**src/rtl/vote_session_ctrl.sv**
```systemverilog
// Election session FSM plus round-robin booth arbiter for the tally datapath.
// Inputs are sampled once, then decided and registered on the following edge.
module vote_session_ctrl #(
  parameter int N_BOOTHS = 4,
  parameter int CNT_W    = 12
) (
  input  logic                  clk,
  input  logic                  rst_n,
  input  logic                  open_req,
  input  logic                  close_req,
  input  logic                  clear_req,
  input  logic [N_BOOTHS-1:0]   booth_req,
  input  logic [4*N_BOOTHS-1:0] booth_vote,
  output logic [N_BOOTHS-1:0]   booth_ack,
  output logic [N_BOOTHS-1:0]   booth_err,
  output logic                  tally_inc,
  output logic [1:0]            tally_sel,
  output logic                  tally_clr,
  output logic [1:0]            state,
  output logic [CNT_W-1:0]      total
);

  localparam int PW = (N_BOOTHS > 1) ? $clog2(N_BOOTHS) : 1;
  localparam logic [1:0] S_IDLE   = 2'b00;
  localparam logic [1:0] S_OPEN   = 2'b01;
  localparam logic [1:0] S_CLOSED = 2'b10;

  logic                  open_q, close_q, clear_q;
  logic [N_BOOTHS-1:0]   req_q;
  logic [4*N_BOOTHS-1:0] vote_q;
  logic [N_BOOTHS-1:0]   armed_q, armed_d;
  logic [PW-1:0]         ptr_q, ptr_d;
  logic [1:0]            state_q, state_d;
  logic [CNT_W-1:0]      total_q, total_d;
  logic [N_BOOTHS-1:0]   ack_q, ack_d;
  logic [N_BOOTHS-1:0]   err_q, err_d;
  logic                  inc_q, inc_d;
  logic [1:0]            sel_q, sel_d;
  logic                  clr_q, clr_d;

  logic [N_BOOTHS-1:0]   elig;
  logic                  gnt_vld;
  logic [PW-1:0]         gnt_idx;
  logic [3:0]            gv;
  logic [1:0]            gv_enc;
  logic                  accept;

  function automatic logic [PW-1:0] wrap(input int v);
    int w;
    w = (v >= N_BOOTHS) ? v - N_BOOTHS : v;
    return w[PW-1:0];
  endfunction

  always_ff @(posedge clk or negedge rst_n) begin
    if (!rst_n) begin
      open_q  <= 1'b0;
      close_q <= 1'b0;
      clear_q <= 1'b0;
      req_q   <= '0;
      vote_q  <= '0;
      armed_q <= '1;
      ptr_q   <= '0;
      state_q <= S_IDLE;
      total_q <= '0;
      ack_q   <= '0;
      err_q   <= '0;
      inc_q   <= 1'b0;
      sel_q   <= 2'b00;
      clr_q   <= 1'b0;
    end else begin
      open_q  <= open_req;
      close_q <= close_req;
      clear_q <= clear_req;
      req_q   <= booth_req;
      vote_q  <= booth_vote;
      armed_q <= armed_d;
      ptr_q   <= ptr_d;
      state_q <= state_d;
      total_q <= total_d;
      ack_q   <= ack_d;
      err_q   <= err_d;
      inc_q   <= inc_d;
      sel_q   <= sel_d;
      clr_q   <= clr_d;
    end
  end

  // Clear wins over close, close over open; 2'b11 falls back to IDLE.
  always_comb begin
    state_d = state_q;
    clr_d   = 1'b0;
    if (clear_q && (state_q == S_IDLE || state_q == S_CLOSED)) begin
      state_d = S_IDLE;
      clr_d   = 1'b1;
    end else if (close_q && state_q == S_OPEN) begin
      state_d = S_CLOSED;
    end else if (open_q &&
                 (state_q == S_IDLE || state_q == S_CLOSED)) begin
      state_d = S_OPEN;
    end else if (state_q == 2'b11) begin
      state_d = S_IDLE;
    end
  end

  // Reverse scan so the lowest offset from the pointer wins.
  always_comb begin
    elig    = req_q & armed_q;
    gnt_vld = 1'b0;
    gnt_idx = '0;
    for (int i = N_BOOTHS - 1; i >= 0; i--) begin
      if (elig[wrap(int'(ptr_q) + i)]) begin
        gnt_vld = 1'b1;
        gnt_idx = wrap(int'(ptr_q) + i);
      end
    end
  end

  always_comb begin
    gv = vote_q[{gnt_idx, 2'b00} +: 4];
    case (gv)
      4'b0001: gv_enc = 2'd0;
      4'b0010: gv_enc = 2'd1;
      4'b0100: gv_enc = 2'd2;
      4'b1000: gv_enc = 2'd3;
      default: gv_enc = 2'd0;
    endcase
  end

  always_comb begin
    accept  = gnt_vld && (state_q == S_OPEN) && $onehot(gv)
              && (total_q != '1);
    ack_d   = '0;
    err_d   = '0;
    inc_d   = accept;
    sel_d   = accept ? gv_enc : 2'b00;
    armed_d = armed_q | ~req_q;
    ptr_d   = ptr_q;
    if (gnt_vld) begin
      if (accept) ack_d[gnt_idx] = 1'b1;
      else        err_d[gnt_idx] = 1'b1;
      armed_d[gnt_idx] = 1'b0;
      ptr_d = wrap(int'(gnt_idx) + 1);
    end
    if (clr_d)       total_d = '0;
    else if (accept) total_d = total_q + CNT_W'(1);
    else             total_d = total_q;
  end

  assign booth_ack = ack_q;
  assign booth_err = err_q;
  assign tally_inc = inc_q;
  assign tally_sel = sel_q;
  assign tally_clr = clr_q;
  assign state     = state_q;
  assign total     = total_q;

endmodule
```
**config.mk**
```make
export PLATFORM = sky130hd
export DESIGN_NAME = vote_session_ctrl
export DESIGN_NICKNAME = d
export VERILOG_FILES = /design/src/rtl/vote_session_ctrl.sv
export SDC_FILE = /design/constraint.sdc
export NUM_CORES = 1
export LEC_CHECK = 0
export CAP_MARGIN = 20
export CORE_MARGIN = 2
export CORE_UTILIZATION = 35
export DETAILED_ROUTE_END_ITERATION = 10
export GPL_TIMING_DRIVEN = 0
export SYNTH_ARGS = -nofsm -noshare
export SYNTH_HDL_FRONTEND = slang
export SYNTH_SLANG_ARGS = --single-unit
```
**constraint.sdc**
```tcl
create_clock -name clk -period 9.4 [get_ports clk]
set_clock_uncertainty 0.15 [all_clocks]
set_input_delay 2.35 -clock clk [delete_from_list [all_inputs] [get_ports clk]]
set_output_delay 2.35 -clock clk [all_outputs]
set_load 0.01 [all_outputs]
```
# After elaboration in Yosys (flattened, before gate mapping)

Index checks and enable logic that the tools add are counted.

Flip-flop bits (word level): 55
Input port bits: 25
Output and inout port bits: 26

Add/sub/neg operators: 13
Order comparisons: 11
Equal/unequal tests: 8
Shift-type cells: 1
Muxes and demuxes: 37
Bitwise logic cells: 5
Reductions and logical operators: 11

Operators by type and width:

| cell                  | count |
|---|---|
| $mux 2                | 14 |
| $mux 12               | 2 |
| $mux 4                | 5 |
| $shiftx 16x5->4       | 1 |
| $lt 2x3->1 const B    | 5 |
| $add 12x1->12 const B | 1 |
| $ge 3x3->1 const B    | 4 |
| $ne 12x12->1 const B  | 1 |
| $mux 1                | 10 |
| $sub 2x1->2 const B   | 5 |
| $and 4x4->4           | 2 |
| $bmux 1 s2            | 4 |
| $not 4->4             | 2 |
| $logic_and 1x1->1     | 7 |
| $add 2x1->3 const B   | 2 |
| $add 2x2->3 const B   | 2 |
| $pmux 2 s3            | 1 |
| $add 1x1->2           | 2 |
| $eq 2x2->1 const B    | 2 |
| $eq 4x2->1 const B    | 1 |
| $eq 4x3->1 const B    | 1 |
| $eq 4x4->1 const B    | 1 |
| $or 4x4->4            | 1 |
| $reduce_bool 4->1     | 1 |
| 9 further kinds       | 9 |

# Longest topological paths before layout

Depth after elaboration: 17
Depth in mapped cells: 17
Mapped depth without buffers: 15

# Least setup slack after synthesis

OpenSTA, ideal clock, no wires.

Kind: register -> register
From: reg armed_q[3]
To: reg total_q[1] (netlist: total[1])
Library setup time: 0.126 ns
Arrival time: 3.563 ns
Slack: 5.561 ns
Stages on the path, launching flop included: 16
Path buffers: 2
Period minus slack after synthesis: 3.839 ns
Path through: dfstp_2 > nand2_1 > a21bo_2 > a21oi_4 > mux2_2 > o21ai_0 > fa_1 > inv_1 > ha_1 > ha_1 > nor4b_2 > and4_4 > buf_6 > buf_6 > mux2i_1 > nor2_1

Cells in the longest elaborated chain, start to end: 14
Elaborated cells on any way between the ends: 26
Those cells by class: add/sub (3); eq/ne (1); shift (1); mux (16); bitwise (1); reduce/logical (4)

Ends and longest elaborated chain:

| what                              | line | text |
|---|---|---|
| from (decl)                       | 31   | `logic [N_BOOTHS-1:0] armed_q, armed_d;` |
| from (signal assigned)            | 76   | `armed_q <= armed_d;` |
| $and 4x4->4 *                     | 107  | `elig = req_q & armed_q;` |
| $bmux 1 s2                        | 111  | `if (elig[wrap(int'(ptr_q) + i)]) begin` |
| $mux 1 (implied by the code)      | 111  |  |
| $mux 2 (4 in series)              | 111  |  |
| $shiftx 16x5->4                   | 119  | `gv = vote_q[{gnt_idx, 2'b00} +: 4];` |
| $add 1x1->2 (implied by the code) | 130  | `accept = gnt_vld && (state_q == S_OPEN) && $onehot(gv)` |
| $add 2x2->3 (implied by the code) | 130  |  |
| $eq 3x1->1                        | 130  |  |
| $logic_and 1x1->1 *               | 130  |  |
| $logic_and 1x1->1 *               | 131  | `&& (total_q != '1);` |
| net accept                        | 46   | `logic accept;` |
| $reduce_bool 2->1 (no line) *     | -    |  |
| to (signal assigned)              | 79   | `total_q <= total_d;` |
| to (decl)                         | 34   | `logic [CNT_W-1:0] total_q, total_d;` |

The timed path passes the listed nets; every way through them passes the cells marked *. The select of a mux whose other input is x is not followed.
A chain may end at the register's enable or synchronous reset.

# Worst setup path in the final report

Same ends and word-level chain as after synthesis.

==> impl_metrics.tcl <==
set metrics [dict create \
    hold_violations 0 \
    final_nets 283 \
    intPower_mw 0.5045 \
    seq_power_share_pct 40.0 \
    grt_max_degree 29 \
    vias 1520 \
    total_power_mw 0.7427 \
    end_kind "flip-flop" \
    antenna_found_initial 0 \
    cp.required_ps 9440 \
    dr.first_iter.drc_count 59 \
    dr.pass1.iters 5 \
    syn_inst 190 \
    cts.sinks 55 \
    ff2ff_setup_slack_ps 5270 \
    netlist_area_um2 2366 \
    tns_ps 0 \
    max_cap_violations 0 \
    n_antenna_cell 0 \
    yosysUniqueCellTypes 36 \
    cp_slowest_cell "dfstp_2" \
    drive_above_1_share_pct 10.44 \
    cp.arrival_ps 4170 \
    synthTopCellsByArea "dfrtp_1, mux2i_1, ha_1" \
    reg2reg_depth 15 \
    synth-warning-count 0 \
    cts_buffer_depth 2 \
    antenna_left 0 \
    route.detailed.drc 0 \
    slew_headroom_pct 57.56 \
    min_period_over_period_pct 43.95 \
    grt_pass1_vias 1573 \
    worstHoldStart "open_q$_DFF_PN0_" \
    grt_pass1_wl_um 7238 \
    cts_root_buf "clkbuf_8" \
    power_density_nw_per_um2 240.8 \
    power.switching_mw 0.2382 \
    worstPathCellList "nand2_1, a21bo_2, a21oi_4, mux2_2, o21ai_0, fa_1, inv_1, ha_1, ha_1, nor4b_2, and4_4, buf_6, buf_6, mux2i_1, nor2_1" \
    wire_per_inst_um 13.01 \
    finalSetupViolCount 0 \
    synth_edf_count 0 \
    ys_seq_area_share_pct 58.38 \
    hold_path.class "reg2reg" \
    htree_levels 2 \
    syn2layout_area_growth_pct 30.35 \
    drv_slew 0 \
    core_area_um2 6459 \
    crit_fanout 10 \
    synth.largest_area_cell "dfrtp_1" \
    die_width_um 86.22 \
    vdd_drop_max_uv 85.37 \
    dieArea_um2 7434 \
    async_reset_ff_share_pct 100.0 \
    worst-path-buf-inv 3 \
    ys.flop_type "dfrtp_1" \
    whs_path_depth 1 \
    ys_seq_elements 55 \
    clk_latency_ps 300 \
    place_hpwl_um 3112 \
    fmax_ghz 0.2420 \
    initial_utilization_pct 36.63 \
    switching_share_pct 32.07 \
    hold_buffers 0 \
    ios 51 \
    fin_crit_ps 4132 \
    tritoncts "done" \
    rsz0062_at_grt "no" \
    p_clk_share_pct 20.4 \
    syn_avg_cell_area_um2 12.45 \
    overflow 0 \
    place.gp.congestion 0.7802 \
    power.leakage_nw 1.378 \
    fin_util_pct 47.75 \
    critical_path_class "reg2reg" \
    r2r_end "total[1]$_DFFE_PN0P_" \
    row_count 29 \
    clk_pin_slew_ps 100 \
    synth_top_area_share_pct 53.94 \
    routed_wl_um 4240 \
    timing.rr.start "armed_q[3]$_DFF_PN1_" \
    vias_per_cell 4.663 \
    n_fill_cell 612 \
    post_cts_resized 0 \
    critPathLaunchType "flip-flop" \
    die_h_um 86.22 \
    grtUsageTotal_pct 12.19 \
    slowest_delay_ps 560 \
    power_frac_comb_pct 39.6 \
    worst_hold_slack_ps 349.6 \
    cp_top_family "compound AO/OA/AOI/OAI gates" \
    tightest_slew_ps 636.6 \
    min_to "state[0]$_DFFE_PN0P_" \
    io_buffers 50 \
    status "finished, final reports clean" \
    cts_buffers 5 \
    postSynthNetCount 225 \
    postCtsSetupBuffers 0 \
]
==> stage by stage <==
stage / cells / worst slack [ps] / cell area, um2
4_1_cts: 326 / 5216 / 3084
5_1_grt: 326 / 5004 / 3084
6_report: 326 / 5268 / 3084
2_1_floorplan: 190 / 5561 / 2366
3_5_place_dp: 318 / 5213 / 2978
3_3_place_gp: 317 / 4159 / 2963
==> cells by family after synthesis <==
kind of cell               share of synthesized area, %
AOI/OAI and AO/OA                                 5.870
xor gates and xnor gates                          5.552
adders and majority gates                         5.606
buffers and inverters                             2.749
DFF                                               58.38
muxes                                             6.505
and+or+nand+nor                                   15.34
==> worst reg2reg max path: stages, from the launching register on <==
cell and delay, ps:
dfstp_2 560, nand2_1 70, a21bo_2 230, a21oi_4 250
mux2_2 360, o21ai_0 400, fa_1 490, inv_1 70
ha_1 140, ha_1 230, nor4b_2 290, and4_4 280
buf_6 140, buf_6 140, mux2i_1 180, nor2_1 50
==> power by group through the flow <==
stage                     registers, mW  logic (mW)  clock network, mW
final                             0.297       0.294              0.152
after global routing              0.302       0.331              0.166
after CTS                         0.298       0.302              0.156
after detailed placement          0.302       0.300                  0
after global placement            0.302       0.296                  0
after floorplan                   0.305       0.201                  0
==> worst max path at each step <==
stage,start,endpoint,cells past startpoint
detailed placement,armed_q[3]$_DFF_PN1_,total[1]$_DFFE_PN0P_,15
finish,armed_q[3]$_DFF_PN1_,total[1]$_DFFE_PN0P_,15
CTS,armed_q[3]$_DFF_PN1_,total[1]$_DFFE_PN0P_,15
global placement,rst_n,vote_q[12]$_DFF_PN0_,1
global route,armed_q[1]$_DFF_PN1_,total[1]$_DFFE_PN0P_,16
floorplan,armed_q[3]$_DFF_PN1_,total[1]$_DFFE_PN0P_,15
==> cell usage after synthesis, types with 2 or more instances <==
library cell  number
inv_1              6
nor2b_1            6
dfrtp_1           51
nand2_1            9
ha_1               9
nand4_1            5
buf_6              3
xor2_1            11
and2_1             9
a31oi_1            2
and3_1             5
mux2_2             3
nand3_1            5
mux2i_1           12
nor2_1            19
and4_1             2
a21oi_1            5
dfstp_2            4
xnor2_1            4
o21ai_0            3
nand3b_1           2
==> state kept, by name, summed over array words and instances, names as in the netlist <==
signal / cells
clear_q: 1
total: 12
booth_err: 4
tally_inc: 1
tally_clr: 1
open_q: 1
vote_q: 16
armed_q: 4
close_q: 1
ptr_q: 2
state: 2
booth_ack: 4
req_q: 4
tally_sel: 2
==> layout by cell type, fill, tap and decap left out, types with 2 or more instances in the layout <==
cell | netlist | final
nand2_1 | 9 | 9
mux2_2 | 3 | 3
a21oi_1 | 5 | 5
and4_1 | 2 | 2
nand3b_1 | 2 | 2
buf_6 | 3 | 3
buf_2 | 1 | 2
and3_1 | 5 | 5
ha_1 | 9 | 9
nand3_1 | 5 | 5
inv_1 | 6 | 6
clkbuf_1 | 1 | 3
clkdlybuf4s50_1 | 0 | 49
clkbuf_8 | 0 | 5
dfrtp_1 | 51 | 51
a31oi_1 | 2 | 2
nor2b_1 | 6 | 6
and2_1 | 9 | 9
xor2_1 | 11 | 11
o21ai_0 | 3 | 3
nand4_1 | 5 | 5
dfstp_2 | 4 | 4
xnor2_1 | 4 | 4
mux2i_1 | 12 | 12
nor2_1 | 19 | 19
==> per-layer routing <==
metal | global-route usage, % | vias up | share of wire [%]
li1 | - | 756 | -
met1 | 17.06 | 725 | 50
met2 | 19.03 | 37 | 45
met3 | 3.524 | 2 | 4.7
met4 | 2.557 | 0 | 0.57
met5 | 0 | - | 0
==> layout make-up <==
class                           count  area [um2]  share of cell area, %
Buffer                              5       42.54                  1.379
Clock buffer                        7       76.32                  2.475
Clock inverter                      1       30.03                 0.9736
Inverter                            6       22.52                 0.7302
Multi-Input combinational cell    124       919.6                  29.82
Sequential cell                    55        1381                  44.79
Tap cell                           77       96.34                  3.124
Timing Repair Buffer               51       515.5                  16.71
No activity file was read; power rests on OpenSTA's default activity.
